### src/rtl/mac_pkg.sv
// Shared types and default sizes for the sequenced multiply-accumulate unit.
// The MAC_SEQ_SAT_EN build option lives only in mac_acc_sat.
package mac_pkg;

    typedef enum logic [1:0] {
        IDLE,
        RUN,
        DONE
    } mac_state_t;

    localparam int MAC_ACC_W = 40;
    localparam int MAC_LEN_W = 8;
    localparam int MAC_OP_W  = 16;

endpackage

### src/rtl/Vedic_Mult16.sv
// Behavioural stand-in for the existing combinational 16x16 unsigned multiplier.
// Port names match the original block so it can be swapped in unchanged.
module Vedic_Mult16 (
    input  logic [15:0] a,
    input  logic [15:0] b,
    output logic [31:0] out
);

    assign out = a * b;

endmodule

### src/rtl/mac_acc_sat.sv
// Accumulator adder with carry detect and wrap/saturate result select.
// Build option: define MAC_SEQ_SAT_EN to clamp the sum to all ones on carry-out.
module mac_acc_sat
    import mac_pkg::*;
#(
    parameter int ACC_W = MAC_ACC_W,
    parameter int OP_W  = MAC_OP_W
) (
    input  logic [ACC_W-1:0]  acc_i,
    input  logic [2*OP_W-1:0] prod_i,
    output logic [ACC_W-1:0]  acc_o,
    output logic              carry_o
);

    logic [ACC_W:0] sum;

    // One extra bit on the adder captures the carry out of the accumulator MSB.
    assign sum     = {1'b0, acc_i} + {{(ACC_W + 1 - 2*OP_W){1'b0}}, prod_i};
    assign carry_o = sum[ACC_W];

`ifdef MAC_SEQ_SAT_EN
    // Once clamped, any further nonzero product carries again, so the sum stays pinned.
    assign acc_o = carry_o ? {ACC_W{1'b1}} : sum[ACC_W-1:0];
`else
    assign acc_o = sum[ACC_W-1:0];
`endif

endmodule

### src/rtl/mac_seq_ctrl.sv
// Top-level control of the MAC unit: streams operand pairs through Vedic_Mult16 and
// accumulates a dot product. Wrap vs. saturate is selected by MAC_SEQ_SAT_EN (see mac_acc_sat).
module mac_seq_ctrl
    import mac_pkg::*;
#(
    parameter int ACC_W = MAC_ACC_W,
    parameter int LEN_W = MAC_LEN_W
) (
    input  logic                clk,
    input  logic                rst,
    input  logic                start,
    input  logic [LEN_W-1:0]    vec_len,
    input  logic                in_valid,
    output logic                in_ready,
    input  logic [MAC_OP_W-1:0] in_a,
    input  logic [MAC_OP_W-1:0] in_b,
    output logic                res_valid,
    input  logic                res_ready,
    output logic [ACC_W-1:0]    res_data,
    output logic                busy,
    output logic                overflow
);

    mac_state_t             state_q;
    logic [ACC_W-1:0]       acc_q;
    logic [ACC_W-1:0]       acc_d;
    logic [LEN_W-1:0]       count_q;
    logic                   ovf_q;
    logic                   in_ready_q;
    logic                   res_valid_q;
    logic                   busy_q;
    logic [2*MAC_OP_W-1:0]  prod;
    logic                   carry;

    Vedic_Mult16 u_mult (
        .a   (in_a),
        .b   (in_b),
        .out (prod)
    );

    mac_acc_sat #(
        .ACC_W (ACC_W),
        .OP_W  (MAC_OP_W)
    ) u_acc (
        .acc_i   (acc_q),
        .prod_i  (prod),
        .acc_o   (acc_d),
        .carry_o (carry)
    );

    // Handshake flags are registered alongside the state so they change on the same edge.
    always_ff @(posedge clk or posedge rst) begin
        if (rst) begin
            state_q     <= IDLE;
            acc_q       <= '0;
            count_q     <= '0;
            ovf_q       <= 1'b0;
            in_ready_q  <= 1'b0;
            res_valid_q <= 1'b0;
            busy_q      <= 1'b0;
        end else begin
            case (state_q)
                IDLE: begin
                    if (start) begin
                        acc_q  <= '0;
                        ovf_q  <= 1'b0;
                        busy_q <= 1'b1;
                        if (vec_len != '0) begin
                            count_q    <= vec_len;
                            state_q    <= RUN;
                            in_ready_q <= 1'b1;
                        end else begin
                            state_q     <= DONE;
                            res_valid_q <= 1'b1;
                        end
                    end
                end
                RUN: begin
                    if (in_valid && in_ready_q) begin
                        acc_q   <= acc_d;
                        count_q <= count_q - LEN_W'(1);
                        if (carry) begin
                            ovf_q <= 1'b1;
                        end
                        if (count_q == LEN_W'(1)) begin
                            state_q     <= DONE;
                            in_ready_q  <= 1'b0;
                            res_valid_q <= 1'b1;
                        end
                    end
                end
                DONE: begin
                    if (res_ready) begin
                        state_q     <= IDLE;
                        res_valid_q <= 1'b0;
                        busy_q      <= 1'b0;
                    end
                end
                default: begin
                    state_q     <= IDLE;
                    in_ready_q  <= 1'b0;
                    res_valid_q <= 1'b0;
                    busy_q      <= 1'b0;
                end
            endcase
        end
    end

    assign in_ready  = in_ready_q;
    assign res_valid = res_valid_q;
    assign busy      = busy_q;
    assign res_data  = acc_q;
    assign overflow  = ovf_q;

endmodule

### config.mk
export PLATFORM = sky130hd
export DESIGN_NAME = mac_seq_ctrl
export DESIGN_NICKNAME = d
export VERILOG_FILES = /design/src/rtl/mac_pkg.sv /design/src/rtl/Vedic_Mult16.sv /design/src/rtl/mac_acc_sat.sv /design/src/rtl/mac_seq_ctrl.sv
export SDC_FILE = /design/constraint.sdc
export NUM_CORES = 1
export LEC_CHECK = 0
export CAP_MARGIN = 20
export CORE_ASPECT_RATIO = 1.4
export CORE_UTILIZATION = 39
export DETAILED_ROUTE_END_ITERATION = 8
export SYNTH_ARGS = -nofsm -noshare
export SYNTH_HDL_FRONTEND = slang
export SYNTH_SLANG_ARGS = --single-unit
### constraint.sdc
create_clock -name clk -period 10.6 [get_ports clk]
set_input_delay 2.65 -clock clk [delete_from_list [all_inputs] [get_ports clk]]
set_output_delay 2.65 -clock clk [all_outputs]
set_load 0.005 [all_outputs]
After elaboration in Yosys (flattened, before gate mapping)
Index checks and enable logic that the tools add are counted.
{"block": "op_classes", "bitwise": 2, "n_mul": 1, "n_eq_ne": 10, "reduce_logical": 11, "n_addsub": 2, "muxes": 30}
{"op": "$mux 40", "n": 2}
{"op": "$pmux 40 s2", "n": 1}
{"op": "$add 40x32->41", "n": 1}
{"op": "$mul 16x16->32", "n": 1}
{"op": "$mux 8", "n": 3}
{"op": "$pmux 8 s2", "n": 1}
{"op": "$mux 1", "n": 13}
{"op": "$ne 2x2->1 const B", "n": 6}
{"op": "$reduce_and 4->1", "n": 3}
{"op": "$mux 2", "n": 5}
{"op": "$reduce_and 5->1", "n": 2}
{"op": "$pmux 1 s3", "n": 3}
{"op": "$eq 8x1->1 const B", "n": 1}
{"op": "$reduce_bool 8->1", "n": 1}
{"op": "$sub 8x1->8 const B", "n": 1}
{"op": "$pmux 2 s3", "n": 1}
{"op": "$reduce_and 3->1", "n": 2}
{"op": "$eq 2x1->1 const B", "n": 1}
{"op": "$eq 2x2->1 const B", "n": 1}
{"op": "$logic_not 2->1", "n": 1}
{"op": "$ne 2x1->1 const B", "n": 1}
{"op": "$not 1->1", "n": 2}
{"op": "$pmux 1 s2", "n": 1}
{"op": "$reduce_bool 2->1", "n": 1}
{"op": "$logic_and 1x1->1", "n": 1}
{"block": "totals", "register_bits": 54, "output_inout_bits": 44, "wordCells": 63}

Depth between registers and ports, before layout
Gate-level depths: netlist of run 1.
{"block": "logic_depth", "word_depth": 5, "depth_mapped": 24}

By module
A second synthesis of run 1 with hierarchy kept.
{"block": "unflattened", "cells_unflattened": 1579, "area_unflattened_um2": 13555.5}
{"module": "Vedic_Mult16", "cells_per_inst": 1001, "instances": 1, "area_each_um2": 8688.3}
{"module": "mac_seq_ctrl", "cells_per_inst": 275, "instances": 1, "area_each_um2": 2678.8}
{"module": "mac_acc_sat", "cells_per_inst": 303, "instances": 1, "area_each_um2": 2188.3}

Least setup slack after synthesis of run 1
No wires, ideal clock.
{"block": "synth_timing", "kind": "input-to-reg", "start": "input port in_a[10]", "end": "register acc_q[38] (netlist: res_data[38])", "t_required_ns": 10.523, "arrival_time_ns": 8.467, "path_slack_ns": 2.056, "n_path_buf": 1, "path_stages": 21, "setup_time_ns": 0.077, "cell_sequence": "clkbuf_1 nand2_1 fa_1 fa_1 fa_1 fa_1 inv_1 fa_1 inv_1 fa_1 inv_1 ha_1 and3_2 a31oi_1 and3_4 o221a_4 o41ai_4 a21oi_2 o221a_4 or3_1 a21oi_1"}
{"block": "synth_between", "elab_chain_len": 4}
{"item": "start: declaration", "line_no": "mac_seq_ctrl.sv:15", "text": "input logic [MAC_OP_W-1:0] in_a,"}
{"item": "$mul 16x16->32", "line_no": "Vedic_Mult16.sv:9", "text": "assign out = a * b;"}
{"item": "$add 40x32->41", "line_no": "mac_acc_sat.sv:18", "text": "assign sum = {1'b0, acc_i} + {{(ACC_W + 1 - 2*OP_W){1'b0}}, prod_i};"}
{"item": "$mux 40", "line_no": "mac_seq_ctrl.sv:79", "text": "if (in_valid && in_ready_q) begin"}
{"item": "$pmux 40 s2", "line_no": "mac_seq_ctrl.sv:62", "text": "case (state_q)"}
{"item": "end signal: assignment", "line_no": "mac_seq_ctrl.sv:55", "text": "acc_q <= '0;"}
{"item": "end signal: assignment", "line_no": "mac_seq_ctrl.sv:65", "text": "acc_q <= '0;"}
{"item": "end signal: assignment", "line_no": "mac_seq_ctrl.sv:80", "text": "acc_q <= acc_d;"}
{"item": "end: declaration", "line_no": "mac_seq_ctrl.sv:25", "text": "logic [ACC_W-1:0] acc_q;"}
No other way between the ends. The select of a mux whose other input is x is not followed.
A chain may end at the register's enable or synchronous reset.

Worst setup path after layout of run 1
{"block": "layout_timing", "start": "input port in_a[8]", "end": "register acc_q[39] (netlist: res_data[39])"}
Same word-level chain as after synthesis.

==> impl_metrics.env, run 1 <==
export IMPL_status="complete, no violations"
export IMPL_grt_total_usage_pct=20.62
export IMPL_synth_main_ff_cell="dfrtp_1"
export IMPL_syn_area_per_cell_um2=8.717
export IMPL_final_antenna_net_count=0
export IMPL_fmax_ghz=0.1070
export IMPL_cts_buffers=5
export IMPL_arrival_ns=9.57
export IMPL_synth_area_um2=11960
export IMPL_yosysMostFrequentCell="inv_1"
export IMPL_final_period_utilization_pct=88.18
export IMPL_io_buffers=88
export IMPL_synth_top_area_share_pct=37.83
export IMPL_yosysUniqueCellTypes=50
export IMPL_path_clk_slew_ns=0.08
export IMPL_reg2regPathDepth=18
export IMPL_post_cts_buffers=0
export IMPL_worstPathCellList="clkdlybuf4s50_1 -> and2_1 -> fa_1 -> inv_1 -> fa_1 -> fa_1 -> inv_1 -> fa_1 -> fa_1 -> inv_1 -> fa_1 -> inv_1 -> ha_1 -> nand3_1 -> nor3b_2 -> a22oi_1 -> or4_1 -> a31o_2 -> nand2_2 -> a21oi_2 -> or4_1 -> a21oi_1"
export IMPL_ys_ff_latch=54
export IMPL_async_flop_share_pct=100.0
export IMPL_r2r_end="res_data[38]"
export IMPL_place_detailed_hpwl_um=25200
export IMPL_fin_crit_ns=9.348
export IMPL_grt_pass1_vias=9792
export IMPL_setup_worst_path_start="in_a[8]"
export IMPL_synth_nets=1755
export IMPL_regArea_um2=1351
export IMPL_fin_nets=1823
export IMPL_vias=9094
export IMPL_drc_errors=0
export IMPL_synth_edf_count=0
export IMPL_drive_gt1_share_pct=2.776
export IMPL_multi_input_area_um2=9100
export IMPL_grt_pass1_wl_um=50630
export IMPL_crit_path_top_delay_cell="clkdlybuf4s50_1"
export IMPL_dieArea_um2=31380
export IMPL_cp_top_family="adder cells"
export IMPL_antenna_found_initial=0
export IMPL_maxSlewHeadroom_pct=47.89
export IMPL_htree_levels=2
export IMPL_drtIter0Drc=439
export IMPL_firstDrtPassIters=5
export IMPL_crit_path_max_incr_delay_ns=0.78
export IMPL_synth_commonest_cells="inv_1, fa_1, nand2_1"
export IMPL_path_class="in -> reg"
export IMPL_start_util_pct=39.83
export IMPL_avgViaCountPerCell=4.980
export IMPL_root_buffer="clkbuf_16"
export IMPL_crit_buf_inv=5
export IMPL_finalMaxSlewViolations=0
export IMPL_yosys_top_cells_area="fa_1, ha_1, dfrtp_1"
export IMPL_clockBufferDepth=2
export IMPL_n_antenna_cell=0
export IMPL_worstSetupStartpointType="input pin"
export IMPL_avgRoutedWirePerCell_um=16.35
export IMPL_die_w_um=150.0
export IMPL_cp_required_ns=10.82
export IMPL_core_um2=30030
export IMPL_fin_skew_ns=0.009093
export IMPL_synth_top_area_cell="fa_1"
export IMPL_yosysSeqAreaShare_pct=11.30
export IMPL_grt_max_degree=55
export IMPL_hp_class="reg -> reg"
export IMPL_post_route_util_pct=44.83
export IMPL_netlist_instances=1372
export IMPL_fill_cells=3010
export IMPL_final_setup_viol_count=0
export IMPL_cp_end_kind="register"
export IMPL_crit_end="res_data[39]"
export IMPL_rows=75
export IMPL_ctsHoldBuffers=0
export IMPL_worst_pin_slew_ns=0.7792
export IMPL_pin_count=89
export IMPL_syn2layout_area_growth_pct=12.55
export IMPL_hold_viol=0
export IMPL_routed_wl_um=29860
export IMPL_ys_warn_count=0
export IMPL_cts_sinks=54
export IMPL_gp_congestion=0.8597
export IMPL_rsz0062_at_grt="false"
export IMPL_crit_fanout=16
export IMPL_cts_tree="built"
export IMPL_gr_total_overflow=0
export IMPL_critical_path_depth=22
export IMPL_die_y_um=209.2
export IMPL_fin_area_um2=13460
export IMPL_cts_resized=0
export IMPL_crit_path_frequent_cell="fa_1"
export IMPL_ff2ff_setup_slack_ns=5.22
export IMPL_worstReg2RegStart="res_data[10]"
export IMPL_setup_tns_ns=0
export IMPL_drv_cap=0
export IMPL_post_dp_cell_area_um2=13300
export IMPL_clock_latency_ns=0.30
how the worst min path moves through the flow:
stage	slack [ns]	start	depth (start not counted)	to
finish	0.49	res_valid	1	res_valid
CTS	0.49	res_valid	1	res_valid
detailed placement	0.47	res_valid	1	res_valid
floorplan	0.47	count_q[7]	2	count_q[7]
global placement	0.47	res_valid	1	res_valid
global route	0.51	res_valid	1	res_valid
cell families (layout without fill, tap and decap cells):
family | Yosys count | count (layout) | synth area share, %
compound gates | 168 | 168 | 8.976
xor+xnor | 28 | 28 | 2.050
simple gates | 382 | 382 | 15.51
buf+inv | 402 | 471 | 12.62
fa+ha+maj | 338 | 338 | 49.54
flops | 54 | 54 | 11.30
routing by layer:
metal  part of all wire (%)  track usage, %  vias up
met2                     51           35.82      171
met1                     43           26.92     4615
met4                    2.6           6.270        0
li1                       -               -     4275
met3                    3.4           1.921       33
met5                      0               0        -
cell usage in the layout, fill, tap and decap left out, types with 3 or more instances in the layout:
master / netlist / final
a211oi_1: 6 / 6
a21o_1: 13 / 13
a21oi_1: 41 / 41
a22oi_1: 4 / 4
a31oi_1: 6 / 6
and2_1: 118 / 118
and3_1: 5 / 5
buf_4: 0 / 20
clkbuf_16: 0 / 5
clkdlybuf4s50_1: 0 / 88
dfrtp_1: 54 / 54
fa_1: 226 / 226
ha_1: 112 / 112
inv_1: 355 / 354
nand2_1: 180 / 180
nand2b_1: 3 / 3
nand3_1: 19 / 19
nand4_1: 6 / 6
nor2_1: 26 / 26
nor3_1: 9 / 9
nor4_1: 3 / 3
o21ai_0: 44 / 44
o21ai_1: 7 / 7
o21bai_1: 7 / 7
o22ai_1: 13 / 13
o31ai_1: 7 / 7
or3_1: 5 / 5
xnor2_1: 17 / 17
xor2_1: 11 / 11
layout make-up:
class / instances / share of cell area, %
Clock buffer: 5 / 0.9295
Clock inverter: 3 / 0.2974
Inverter: 355 / 9.899
Multi-Input combinational cell: 916 / 67.60
Sequential cell: 54 / 10.04
Tap cell: 385 / 3.578
Timing Repair Buffer: 108 / 7.659
registers in the layout, indices dropped and copies added, names as in the netlist:
name and count:
res_data 40, overflow 1, res_valid 1, count_q 8
state_q 2, in_ready 1, busy 1
stage by stage:
stage          hold WS, ns  worst slack (ns)  cells
2_1_floorplan       0.4706             2.056   1372
3_3_place_gp        0.4674            0.9818   1818
3_5_place_dp        0.4693            0.9643   1818
4_1_cts             0.4919             1.237   1826
5_1_grt             0.5126            0.9375   1826
6_report            0.4852             1.252   1826
Power of run 1 is left out: the tool's default activity adds up to more than one toggle a clock period on the data nets, which glitch-free logic cannot reach.
==> run 2: changes to the inputs <==
--- a/config.mk
+++ b/config.mk
@@ -9,6 +9,7 @@
 export CORE_ASPECT_RATIO = 1.4
 export CORE_UTILIZATION = 39
 export DETAILED_ROUTE_END_ITERATION = 8
+export GPL_ROUTABILITY_DRIVEN = 0
 export SYNTH_ARGS = -nofsm -noshare
 export SYNTH_HDL_FRONTEND = slang
 export SYNTH_SLANG_ARGS = --single-unit
==> results of run 2 <==
Same layout as run 1: the final DEF is identical, and so are final timing and power.
Power of run 2 is left out for the same reason.
==> run 3: changes to the inputs <==
--- a/config.mk
+++ b/config.mk
@@ -10,6 +10,7 @@
 export CORE_UTILIZATION = 39
 export DETAILED_ROUTE_END_ITERATION = 8
 export GPL_ROUTABILITY_DRIVEN = 0
+export RECOVER_POWER = 50
 export SYNTH_ARGS = -nofsm -noshare
 export SYNTH_HDL_FRONTEND = slang
 export SYNTH_SLANG_ARGS = --single-unit
==> run 3 against run 2 <==
Effect of this change: highest routed layer unchanged; worst hold slack got worse by 0.0056 ns; the flow now finishes with violations (max-capacitance violations, max-slew violations); cell count stayed put; clock skew hardly changed.
==> impl_metrics.env, run 3 (synthesized netlist as in run 1, its figures left out) <==
export IMPL_status="finished with violations"
export IMPL_violations="max-capacitance violations, max-slew violations"
export IMPL_wl_met2_um=15080
export IMPL_grt_pass1_wl_um=50630
export IMPL_setup_tns_ns=0
export IMPL_fin_crit_ns=9.354
export IMPL_cp_end_kind="register"
export IMPL_syn2layout_area_growth_pct=12.52
export IMPL_highest_layer="met4"
export IMPL_cp_required_ns=10.82
export IMPL_cts_tree="built"
export IMPL_place_detailed_hpwl_um=25200
export IMPL_antenna_found_initial=0
export IMPL_wl_met3_um=1028
export IMPL_die_w_um=150.0
export IMPL_post_dp_cell_area_um2=13300
export IMPL_grt_pass1_vias=9792
export IMPL_clock_latency_ns=0.30
export IMPL_avgRoutedWirePerCell_um=16.35
export IMPL_grt_max_degree=55
export IMPL_cts_sinks=54
export IMPL_fill_cells=3012
export IMPL_hp_class="reg -> reg"
export IMPL_hold_viol=0
export IMPL_gr_total_overflow=0
export IMPL_vias=9099
export IMPL_htree_levels=2
export IMPL_fin_nets=1823
export IMPL_avgViaCountPerCell=4.983
export IMPL_clockBufferDepth=2
export IMPL_ctsHoldBuffers=0
export IMPL_final_common_cell="inv_1"
export IMPL_fmax_ghz=0.1069
export IMPL_final_antenna_net_count=0
export IMPL_finalMaxSlewViolations=55
export IMPL_start_util_pct=39.83
export IMPL_drive_gt1_share_pct=2.637
export IMPL_drtIter0Drc=414
export IMPL_layout_common_cells="inv_1, fa_1, nand2_1"
export IMPL_path_class="in -> reg"
export IMPL_root_buffer="clkbuf_16"
export IMPL_final_setup_viol_count=0
export IMPL_drc_errors=0
export IMPL_grt_total_usage_pct=20.62
export IMPL_rows=75
export IMPL_fin_area_um2=13460
export IMPL_io_buffers=88
export IMPL_fin_skew_ns=0.009124
export IMPL_cts_buffers=5
export IMPL_dieArea_um2=31380
export IMPL_rsz0062_at_grt="false"
export IMPL_firstDrtPassIters=5
export IMPL_n_antenna_cell=0
export IMPL_worst_pin_slew_ns=3.200
export IMPL_maxSlewHeadroom_pct=-113.4
export IMPL_final_period_utilization_pct=88.25
export IMPL_drt_met1_wl_um=12980
export IMPL_worstSetupStartpointType="input pin"
export IMPL_ff2ff_setup_slack_ns=5.23
export IMPL_holdWs_ns=0.4796
export IMPL_die_y_um=209.2
export IMPL_largest_reg_flops=40
export IMPL_drv_cap=1
export IMPL_arrival_ns=9.58
export IMPL_core_um2=30030
export IMPL_path_clk_slew_ns=0.08
export IMPL_post_cts_buffers=0
export IMPL_cts_resized=0
export IMPL_crit_fanout=16
export IMPL_routed_wl_um=29860
export IMPL_pin_count=89
-- run 3: path summary, 6_finish.rpt --
kind,start,to,cells past startpoint
setup / recovery,in_a[6],res_data[38],22
hold reg to reg,res_valid,res_valid,1
hold / removal,res_valid,res_valid,1
min in group asynchronous,rst,res_data[4],3
setup reg to reg,res_data[10],res_data[38],18
max in group asynchronous,rst,res_data[31],3
-- run 3: area by class of cell --
class	count	area [um^2]	share of cell area, %
multi-input cells	916	9100	67.62
flip-flops and latches	54	1351	10.04
inverters	355	1333	9.901
repair buffers	108	1027	7.633
well taps	385	481.7	3.579
clock buffers	5	125.1	0.9297
clock inverters	3	40.04	0.2975
-- run 3: layer usage --
metal  GRT usage, %  vias up
met5              0        -
met4          6.270        0
met3          1.921       33
met2          35.82      166
met1          26.92     4626
li1               -     4274
-- run 3: critical path, stage by stage --
cell	delay, ns
clkdlybuf4s50_1	0.80
and2_1	0.38
fa_1	0.50
inv_1	0.05
fa_1	0.45
fa_1	0.50
fa_1	0.56
inv_1	0.06
fa_1	0.47
inv_1	0.05
fa_1	0.49
inv_1	0.05
ha_1	0.33
and3_2	0.24
a31oi_1	0.09
and3_4	0.20
o221a_4	0.29
o41ai_4	0.46
a21oi_2	0.18
o221a_4	0.31
or3_1	0.34
a21oi_1	0.14
-- run 3: stage by stage --
stage | setup slack [ns] | utilization [%] | cells
finish | 1.246 | 44.82 | 1826
floorplan | 2.056 | - | 1372
global route | 0.9375 | 44.82 | 1826
global placement | 0.9818 | 44.28 | 1818
detailed placement | 0.9643 | 44.28 | 1818
CTS | 1.237 | 44.83 | 1826
Power of run 3 is left out for the same reason.
